--- config.mk ---
export PLATFORM = sky130hd
export DESIGN_NAME = seg7_decode_lut
export DESIGN_NICKNAME = d
export VERILOG_FILES = /design/src/rtl/seg7_pkg.sv /design/src/rtl/seg7_decode_lut.sv
export SDC_FILE = /design/constraint.sdc
export NUM_CORES = 1
export LEC_CHECK = 0
export ABC_AREA = 1
export BUFFER_PORTS_ARGS = -buffer_cell sky130_fd_sc_hd__buf_4
export CAP_MARGIN = 20
export CORE_AREA = 3 3 40 42
export DETAILED_ROUTE_END_ITERATION = 8
export DIE_AREA = 0 0 43 45
export PLACE_DENSITY = 0.5
export SYNTH_ARGS = -nofsm -noshare
export SYNTH_HDL_FRONTEND = slang
export SYNTH_SLANG_ARGS = --single-unit
--- constraint.sdc ---
create_clock -name vclk -period 0.8
set_input_delay 0.12 -clock vclk [all_inputs]
set_output_delay 0.12 -clock vclk [all_outputs]
set_load 0.02 [all_outputs]
--- src/rtl/seg7_pkg.sv ---
// Shared constants for the 7-segment receive checker: segment codes, FSM state encoding and the
// BCD successor helper.
package seg7_pkg;

    localparam logic [7:0] SEG7_D0      = 8'hFC;
    localparam logic [7:0] SEG7_D1      = 8'h60;
    localparam logic [7:0] SEG7_D2      = 8'hDA;
    localparam logic [7:0] SEG7_D3      = 8'hF2;
    localparam logic [7:0] SEG7_D4      = 8'h66;
    localparam logic [7:0] SEG7_D5      = 8'hB6;
    localparam logic [7:0] SEG7_D6      = 8'hBE;
    localparam logic [7:0] SEG7_D7      = 8'hE0;
    localparam logic [7:0] SEG7_D8      = 8'hFE;
    localparam logic [7:0] SEG7_D9      = 8'hE6;
    localparam logic [7:0] SEG7_BLANK   = 8'h00;
    localparam logic [7:0] SEG7_DP_MASK = 8'hFE;

    typedef logic [1:0] seg7_state_t;

    localparam seg7_state_t S_IDLE  = 2'd0;
    localparam seg7_state_t S_TRACK = 2'd1;
    localparam seg7_state_t S_ERR   = 2'd2;

    function automatic logic [3:0] seg7_next(input logic [3:0] d);
        return (d == 4'd9) ? 4'd0 : d + 4'd1;
    endfunction

endpackage

--- src/rtl/seg7_decode_lut.sv ---
// Combinational segment-pattern decoder: classifies a pattern as a BCD digit, blank, or neither.
module seg7_decode_lut
    import seg7_pkg::*;
(
    input  logic [7:0] pattern_i,
    output logic       is_digit_o,
    output logic       is_blank_o,
    output logic [3:0] digit_o
);

    always_comb begin
        is_digit_o = 1'b1;
        is_blank_o = 1'b0;
        digit_o    = 4'd0;
        case (pattern_i & SEG7_DP_MASK)
            SEG7_D0:    digit_o = 4'd0;
            SEG7_D1:    digit_o = 4'd1;
            SEG7_D2:    digit_o = 4'd2;
            SEG7_D3:    digit_o = 4'd3;
            SEG7_D4:    digit_o = 4'd4;
            SEG7_D5:    digit_o = 4'd5;
            SEG7_D6:    digit_o = 4'd6;
            SEG7_D7:    digit_o = 4'd7;
            SEG7_D8:    digit_o = 4'd8;
            SEG7_D9:    digit_o = 4'd9;
            SEG7_BLANK: begin
                is_digit_o = 1'b0;
                is_blank_o = 1'b1;
            end
            default:    is_digit_o = 1'b0;
        endcase
    end

endmodule

==> impl_metrics.yaml <==
status:
  outcome: "finished, violations left"
  violations: "setup timing"
logic_synthesis:
  ys_types: 12
  yosysSeqAreaShare_pct: 0
  synth_nets: 57
  yosysWarningCount: 0
  netlist.area_leader.share_pct: 31.2
  syn_area_um2: 216
  synth_area_per_cell_um2: 4.42
  synthCells: 49
  synth_top_area_cell: "nand2_1"
  synthTopCellsByArea: "nand2_1 (31%), nor2_1 (23%), nand3_1 (9.2%), inv_1 (8.7%), nor2_4 (5.2%)"
setup_path:
  cpMaxStageDelayCell: "and2_1"
  critical_path.max_fanout: 6
  arrival_ps: 890
  crit_required_ps: 680
  critPathKind: "in2out"
  crit_chain: "buf_8, nand2_4, nor2_4, nand3_2, and2_1, nand3b_1, buf_6"
  startpoint_type: "input port"
  crit_path_max_incr_delay_ps: 170
  end_kind: "primary output"
die:
  rows: 13
  coreArea_um2: 1280
  die_h_um: 45
  ioPinCount: 14
  start_util_pct: 16.8
  dieWidth_um: 43
  design.die.area_um2: 1940
cells_and_area:
  layout-drive-gt1-share_pct: 72.1
  register_area_um2: 0
  stdcell_count: 83
  clkbuf_count: 0
  final_area_um2: 566
  final_nets: 78
  seq_cells: 0
  diodes: 0
  layout_common_cells: "buf_6 (12), nand2_1 (10), nor2_2 (9), nand2_2 (5)"
  areaGrowthSynthToFinish_pct: 161
  layout_commonest_cell: "buf_6"
sta:
  setup_viol: 6
  min_period_ps: 1010
  min_period_over_period_pct: 126
  setup_slack_ps: -208
  max_slew.worst_pin.slew_ps: 205
  rsz0062_at_grt: "true"
  max_freq_mhz: 992
  slew_headroom_pct: 86.2
  finalHoldViolations: 0
  slew_violations: 0
routing:
  drt.antenna.violating_nets: 0
  remaining_drc_errors: 0
  routed_wl_um: 744
  drtIter0Drc: 6
  drt_pass1_iterations: 3
  viasPerCell: 4.47
  vias: 371
  routedWlPerCell_um: 8.96
power_and_ir_drop:
  seqPwrFrac_pct: 0
  p_switching_w: 0.000107
  intPower_w: 0.000106
  power_frac_comb_pct: 100.0
  p_clk_share_pct: 0
  p_per_area_nw_per_um2: 376
  irDropWorstVdd_uv: 145
  sw_frac_of_total_pct: 50.4
  leakage_nw: 0.285
placed_design:
  io_buffers: 13
  place_hpwl_um: 582
  dpl_cell_area_um2: 405
  dpl.cell_count: 83
  dp_slack_ps: -227
  routabilityCongestion: 0.750
clock_network:
  post_cts_buffers: 0
global_route:
  grt_usage_pct: 7.46
  overflow: 0
  antenna_found_initial: 0
  grt_first_pass_wirelength_mm: 1.21
  grt_pass1_vias: 333
  grt_max_degree: 7
flow_run:
  drv_cap: 0
worst_hold_path:
  hold_path.class: "in2out"
-- power by group through the flow --
stage	clock network, W	logic [W]	registers, W
2_1_floorplan	0	0.0000609	0
3_3_place_gp	0	0.000143	0
3_5_place_dp	0	0.000143	0
4_1_cts	0	0.000190	0
5_1_grt	0	0.000230	0
6_report	0	0.000213	0
-- worst paths after layout --
| path | cells past startpoint | from | end | slack (ps) |
|---|---|---|---|---|
| worst max-delay path | 7 | pattern_i[6] | digit_o[2] | -210 |
| worst min-delay path | 4 | pattern_i[5] | is_blank_o | 620 |
-- synthesized netlist by cell type --
master	count
nand3b_1	1
nand2_1	18
nand2_2	1
nor4_1	1
nand3_1	4
inv_2	1
and2_1	1
nor2_4	1
inv_1	5
nor3_1	2
nor2_1	13
nand3_2	1
-- per-layer routing --
| layer | part of all wire, % | GRT usage, % | vias up | wire (µm) |
|---|---|---|---|---|
| met1 | 38 | 9.05 | 174 | 282 |
| met5 | 0 | 0 | - | 0 |
| met3 | 2.6 | 0 | 0 | 19 |
| met4 | 0 | 0 | 0 | 0 |
| li1 | - | - | 192 | - |
| met2 | 59 | 15.6 | 5 | 442 |
-- cell type report --
| type | instances | area [µm²] |
|---|---|---|
| inverter | 6 | 32.5 |
| multi-input combinational | 43 | 299 |
| tap | 15 | 18.8 |
| timing repair buffer | 19 | 215 |
| fill | 134 | 719 |
-- metrics by stage --
stage	TNS, ps	hold slack [ps]	total power [W]	utilization (%)
after floorplan	0	277	0.0000609	-
after global placement	-1170	654	0.000143	31.5
after detailed placement	-1160	653	0.000143	31.5
after CTS	-949	623	0.000190	39.4
after global routing	-1310	636	0.000230	44.0
final	-931	618	0.000213	44.0
-- worst max-delay path, delay by kind of cell --
family / cells / cell delay (ps)
and+or+nand+nor: 5 / 550
buffers and inverters: 2 / 220
-- cell families (layout without fill, tap and decap cells) --
logic type,after synthesis,count (layout),synth area share [%]
and+or+nand+nor,43,43,89.6
buffers and inverters,6,25,10.4
-- what timing repair did --
action | CTS | global route
resized for setup | 32 | 16
setup endpoints to repair | 6 | 6
hold buffers | 0 | 0
pin swaps | 14 | 8
Note: power is estimated with default switching activity, not from simulation.
